===== src/rtl/alu_seq.sv =====
// Registered ALU core with a start/ready/done handshake.
// Single-cycle ops give one result per cycle. MUL is a fixed-latency shift-add
// multiplier that returns the full double-width product.
module alu_seq #(
    parameter int unsigned WIDTH = 32,
    parameter int unsigned SHW   = $clog2(WIDTH)
) (
    input  logic             clk,
    input  logic             nrst,
    input  logic             start,
    input  logic [WIDTH-1:0] a,
    input  logic [WIDTH-1:0] b,
    input  logic [2:0]       op_code,
    output logic             ready,
    output logic             done,
    output logic [WIDTH-1:0] out,
    output logic [WIDTH-1:0] out_hi,
    output logic             carry,
    output logic             zero,
    output logic             ovf,
    output logic             err
);

    localparam logic [2:0]     OpAdd = 3'b000;
    localparam logic [2:0]     OpSub = 3'b001;
    localparam logic [2:0]     OpAnd = 3'b010;
    localparam logic [2:0]     OpOr  = 3'b011;
    localparam logic [2:0]     OpXor = 3'b100;
    localparam logic [2:0]     OpShl = 3'b101;
    localparam logic [2:0]     OpMul = 3'b110;
    localparam logic [SHW-1:0] CntLast = SHW'(WIDTH - 1);

    typedef enum logic [0:0] {StIdle, StMul} state_e;

    state_e                 state_q, state_d;
    logic [WIDTH-1:0]       out_q, out_d, out_hi_q, out_hi_d;
    logic                   carry_q, carry_d, zero_q, zero_d;
    logic                   ovf_q, ovf_d, err_q, err_d, done_q, done_d;
    logic [2*WIDTH-1:0]     mcand_q, mcand_d, acc_q, acc_d, acc_step;
    logic [WIDTH-1:0]       mplr_q, mplr_d;
    logic [SHW-1:0]         cnt_q, cnt_d;

    logic [WIDTH:0]         sum, diff, shl_ext;
    logic [WIDTH-1:0]       alu_res;
    logic                   alu_carry, alu_ovf, alu_err;

    assign sum      = {1'b0, a} + {1'b0, b};
    assign diff     = {1'b0, a} - {1'b0, b};
    // Extra top bit catches the last bit shifted out; stays 0 for a zero shift.
    assign shl_ext  = {1'b0, a} << b[SHW-1:0];
    assign acc_step = mplr_q[0] ? acc_q + mcand_q : acc_q;

    // Single-cycle datapath: result and flags for the presented opcode.
    always_comb begin
        alu_res   = '0;
        alu_carry = 1'b0;
        alu_ovf   = 1'b0;
        alu_err   = 1'b0;
        case (op_code)
            OpAdd: begin
                alu_res   = sum[WIDTH-1:0];
                alu_carry = sum[WIDTH];
                alu_ovf   = (a[WIDTH-1] == b[WIDTH-1]) && (sum[WIDTH-1] != a[WIDTH-1]);
            end
            OpSub: begin
                alu_res   = diff[WIDTH-1:0];
                alu_carry = diff[WIDTH];
                alu_ovf   = (a[WIDTH-1] != b[WIDTH-1]) && (diff[WIDTH-1] != a[WIDTH-1]);
            end
            OpAnd: alu_res = a & b;
            OpOr:  alu_res = a | b;
            OpXor: alu_res = a ^ b;
            OpShl: begin
                alu_res   = shl_ext[WIDTH-1:0];
                alu_carry = shl_ext[WIDTH];
            end
            OpMul: alu_res = '0;
            default: alu_err = 1'b1;
        endcase
    end

    // Next-state logic: accept in IDLE, iterate the multiplier in MUL.
    always_comb begin
        state_d  = state_q;
        out_d    = out_q;
        out_hi_d = out_hi_q;
        carry_d  = carry_q;
        zero_d   = zero_q;
        ovf_d    = ovf_q;
        err_d    = err_q;
        done_d   = 1'b0;
        mcand_d  = mcand_q;
        mplr_d   = mplr_q;
        acc_d    = acc_q;
        cnt_d    = cnt_q;
        case (state_q)
            StIdle: begin
                if (start) begin
                    if (op_code == OpMul) begin
                        state_d = StMul;
                        mcand_d = {{WIDTH{1'b0}}, a};
                        mplr_d  = b;
                        acc_d   = '0;
                        cnt_d   = '0;
                    end else begin
                        out_d    = alu_res;
                        out_hi_d = '0;
                        carry_d  = alu_carry;
                        zero_d   = (alu_res == '0);
                        ovf_d    = alu_ovf;
                        err_d    = alu_err;
                        done_d   = 1'b1;
                    end
                end
            end
            StMul: begin
                acc_d   = acc_step;
                mcand_d = mcand_q << 1;
                mplr_d  = mplr_q >> 1;
                cnt_d   = cnt_q + SHW'(1);
                if (cnt_q == CntLast) begin
                    out_d    = acc_step[WIDTH-1:0];
                    out_hi_d = acc_step[2*WIDTH-1:WIDTH];
                    carry_d  = |acc_step[2*WIDTH-1:WIDTH];
                    zero_d   = (acc_step[WIDTH-1:0] == '0);
                    ovf_d    = 1'b0;
                    err_d    = 1'b0;
                    done_d   = 1'b1;
                    state_d  = StIdle;
                end
            end
            default: state_d = StIdle;
        endcase
    end

    // State register with synchronous active-low reset.
    always_ff @(posedge clk) begin
        if (!nrst) begin
            state_q  <= StIdle;
            out_q    <= '0;
            out_hi_q <= '0;
            carry_q  <= 1'b0;
            zero_q   <= 1'b0;
            ovf_q    <= 1'b0;
            err_q    <= 1'b0;
            done_q   <= 1'b0;
            mcand_q  <= '0;
            mplr_q   <= '0;
            acc_q    <= '0;
            cnt_q    <= '0;
        end else begin
            state_q  <= state_d;
            out_q    <= out_d;
            out_hi_q <= out_hi_d;
            carry_q  <= carry_d;
            zero_q   <= zero_d;
            ovf_q    <= ovf_d;
            err_q    <= err_d;
            done_q   <= done_d;
            mcand_q  <= mcand_d;
            mplr_q   <= mplr_d;
            acc_q    <= acc_d;
            cnt_q    <= cnt_d;
        end
    end

    assign ready  = (state_q == StIdle);
    assign done   = done_q;
    assign out    = out_q;
    assign out_hi = out_hi_q;
    assign carry  = carry_q;
    assign zero   = zero_q;
    assign ovf    = ovf_q;
    assign err    = err_q;

endmodule


===== config.mk =====
export PLATFORM = sky130hd
export DESIGN_NAME = alu_seq
export DESIGN_NICKNAME = d
export VERILOG_FILES = /design/src/rtl/alu_seq.sv
export SDC_FILE = /design/constraint.sdc
export NUM_CORES = 1
export LEC_CHECK = 0
export ABC_AREA = 1
export CORE_AREA = 10 10 213 296
export CTS_CLUSTER_DIAMETER = 50
export DETAILED_ROUTE_END_ITERATION = 6
export DIE_AREA = 0 0 223 306
export DONT_BUFFER_PORTS = 1
export SLEW_MARGIN = 30
export SYNTH_ARGS = -nofsm -noshare
export SYNTH_HDL_FRONTEND = slang
export SYNTH_SLANG_ARGS = --single-unit

===== constraint.sdc =====
create_clock -name clk -period 4.1 [get_ports clk]
set_clock_uncertainty 0.1 [all_clocks]
set_input_delay 0.615 -clock clk [delete_from_list [all_inputs] [get_ports clk]]
set_output_delay 0.615 -clock clk [all_outputs]
set_load 0.02 [all_outputs]

==> results.cfg <==
[status]
outcome = complete, but fails checks
violations = design-rule violations

[timing]
setup_viol = 0
rsz0062_at_grt = false
fin_tns_setup_ns = 0
fin_crit_sh_pct = 85.2
layout_min_cycle_time_ns = 3.49
hold_viol = 0
finalMaxSlewViolations = 0
slew_headroom_pct = 37.3
fmax_mhz = 286
tightest_slew_ns = 0.941

[grt]
antenna_found_initial = 0
overflow = 0
grt_max_degree = 149
grt_use_total_pct = 29.5
grt_pass1_vias = 25100
grt_pass1_wl_um = 156000

[drt]
final_antenna_net_count = 0
drt-initial-drc-count = 2036
routed_wl_um = 105000
wl_per_cell_um = 22.1
via_count = 25800
drc = 1
dr.pass1.iters = 7
routed_via_density = 5.44

[worst_hold_path]
min_from = nrst
hold_class = input pin to flip-flop

[place]
gp_congestion = 1.08
portBuffers = 0
dpl.hpwl_um = 86300
dpl_cell_area_um2 = 23400

[clock_network]
cts_made_buffers = 30
clock-root-buffer = clkbuf_16
cts_max_level = 1
post_cts_resize_count = 0
clock_latency_ns = 0.60
tritoncts = built
holdBufCountCts = 0
post_cts_buffers = 0
clock_sinks = 235
cts_buffer_depth = 3
clk_pin_slew_ns = 0.07

[setup_path]
critPathKind = flip-flop to flip-flop
reg2reg_from = mcand_q[34]
crit_start = mcand_q[34]
crit_top_cell = nand2_1
crit_arrival_ns = 3.87
start_kind = flip-flop
cp_data_required_time_ns = 4.48
path_depth = 18
slowest_delay_ns = 0.42
crit_buf_inv = 1
crit_slowest_cell = ha_1
timing.critical_path.to_type = flip-flop
critical_path.top_delay_family = simple AND/OR/NAND/NOR gates
crit_end = carry
crit_chain = ha_1, nand2_1, nor2_1, inv_1, nor2_1, nand2_1, nor2_1, nand2_1, nand4_1, nand3_1, nand2_1, nand2_1, nor2_1, nand2_1, nor2_1, nand3_1, nand2_1, a21oi_1
reg2reg_depth = 18
r2r_end = carry
path_max_fanout = 5
r2r_setup_slack_ns = 0.61

[power]
pwr-share-clk_pct = 42.3
seqPwrFrac_pct = 36.6
cellLeakagePower_nw = 11.8
sw_frac_of_total_pct = 34.2
internal-power_w = 0.00450
p_comb_share_pct = 21.2
switchingPower_w = 0.00233
finalPower_w = 0.00683
p_per_area_nw_per_um2 = 278
ir_drop_v = 0.000300

[floorplanning]
die_h_um = 306
coreArea_um2 = 57400
row_count = 104
ios = 140
start_util_pct = 39.7
die_w_um = 223
die_area_um2 = 68200

[yosys]
synth.avg_cell_area_um2 = 5.62
mappedNetlistArea_um2 = 22800
ys_types = 50
yosys_warnings = 0
syn_nets = 4302
ys_ff_latch = 235
async_flop_share_pct = 0
synth_ff_type = dfxtp_1
ys_seq_area_share_pct = 20.6
synth_edf_count = 0
syn_inst = 4058

[finish]
fill_cells = 6546
nets = 4222
area_growth_syn_to_layout_pct = 7.60
drive_gt1_share_pct = 4.80
final_core_util_pct = 42.7
final_cell_mix = nand2_1 (1470), inv_1 (511), nand3_1 (333), a21oi_1 (298), nor2_1 (296)
final_common_cell = nand2_1
diodes = 0
fin_area_um2 = 24500

[run]
drv_cap = 0
-- per-stage QoR --
step	hold WS (ns)	setup slack [ns]	cells
2_1_floorplan	0.341	1.06	4058
3_3_place_gp	0.351	0.358	4687
3_5_place_dp	0.359	0.455	4688
4_1_cts	0.0156	0.749	4743
5_1_grt	0.0360	0.518	4743
6_report	0.0531	0.608	4743
-- cell type report --
type | count | area, µm² | share of cell area (%)
clock buffer | 34 | 796 | 3.24
clock inverter | 21 | 305 | 1.24
inverter | 540 | 2040 | 8.31
multi-input combinational | 3131 | 15400 | 62.8
sequential | 235 | 4710 | 19.2
tap | 742 | 928 | 3.78
timing repair buffer | 40 | 354 | 1.44
-- how the worst min path moves through the flow --
| stage | endpoint | slack, ns | cells after the start |
|---|---|---|---|
| finish | cnt_q[3] | 0.05 | 1 |
| global route | cnt_q[3] | 0.04 | 1 |
| CTS | cnt_q[3] | 0.02 | 1 |
| detailed placement | mplr_q[1] | 0.36 | 2 |
| global placement | mplr_q[31] | 0.35 | 2 |
| floorplan | mplr_q[31] | 0.34 | 2 |
-- cell usage after synthesis (2+ instances only) --
cell type	count	area [µm²]
mux2i_1	3	30.0
or2_0	2	12.5
fa_1	3	60.1
o22ai_1	18	113
a21oi_2	6	52.6
buf_2	27	135
ha_1	171	2140
inv_2	25	93.8
a31oi_1	96	601
nand2_1	1470	5520
o21ai_1	27	135
buf_1	12	45.0
a22oi_1	5	37.5
clkbuf_1	97	364
a21oi_1	298	1490
o21bai_1	8	60.1
nor3_2	4	40.0
buf_6	5	56.3
xor2_1	6	52.6
or2_2	40	250
inv_1	512	1920
and3_1	3	18.8
a211oi_1	3	22.5
or2_1	7	43.8
clkinv_1	2	7.51
o211ai_1	8	60.1
a21boi_0	2	15.0
nor2_1	298	1120
o21ai_0	195	976
nand3b_1	12	90.1
a221oi_1	6	52.6
xnor2_1	20	175
dfxtp_1	235	4700
nand2_2	5	31.3
o21a_1	6	45.0
nand3_1	333	1670
nor3_1	29	145
and2_1	2	12.5
buf_4	10	75.1
nand4_1	28	175
a21o_1	3	22.5
nor2_2	8	50.1
-- cell families after synthesis --
kind of cell	synth area share [%]
compound gates	16.3
fa+ha+maj	9.65
buf+inv	11.9
mux	0.132
xor+xnor	0.999
flops	20.6
simple gates	40.4
-- state kept, by name, indices dropped and copies added (netlist names), 5 cells and up --
name	cells
mplr_q	32
acc_q	64
out_hi	32
cnt_q	5
out	32
mcand_q	64
-- layer usage --
metal | vias to the layer above | routed length, µm | share of wire (%) | GRT usage (%)
met2 | 840 | 53000 | 51 | 53.8
met5 | - | 0 | 0 | 0
li1 | 12800 | - | - | -
met3 | 299 | 6220 | 5.9 | 5.11
met1 | 11800 | 37100 | 35 | 29.8
met4 | 0 | 8530 | 8.1 | 21.3
-- power by group through the flow --
stage / Sequential, W / Combinational [W] / Clock, W
3_5_place_dp: 0.00255 / 0.00141 / 0
3_3_place_gp: 0.00255 / 0.00142 / 0
5_1_grt: 0.00251 / 0.00158 / 0.00301
6_report: 0.00250 / 0.00145 / 0.00289
2_1_floorplan: 0.00250 / 0.000957 / 0
4_1_cts: 0.00250 / 0.00141 / 0.00294
(Power assumes the default switching activity.)
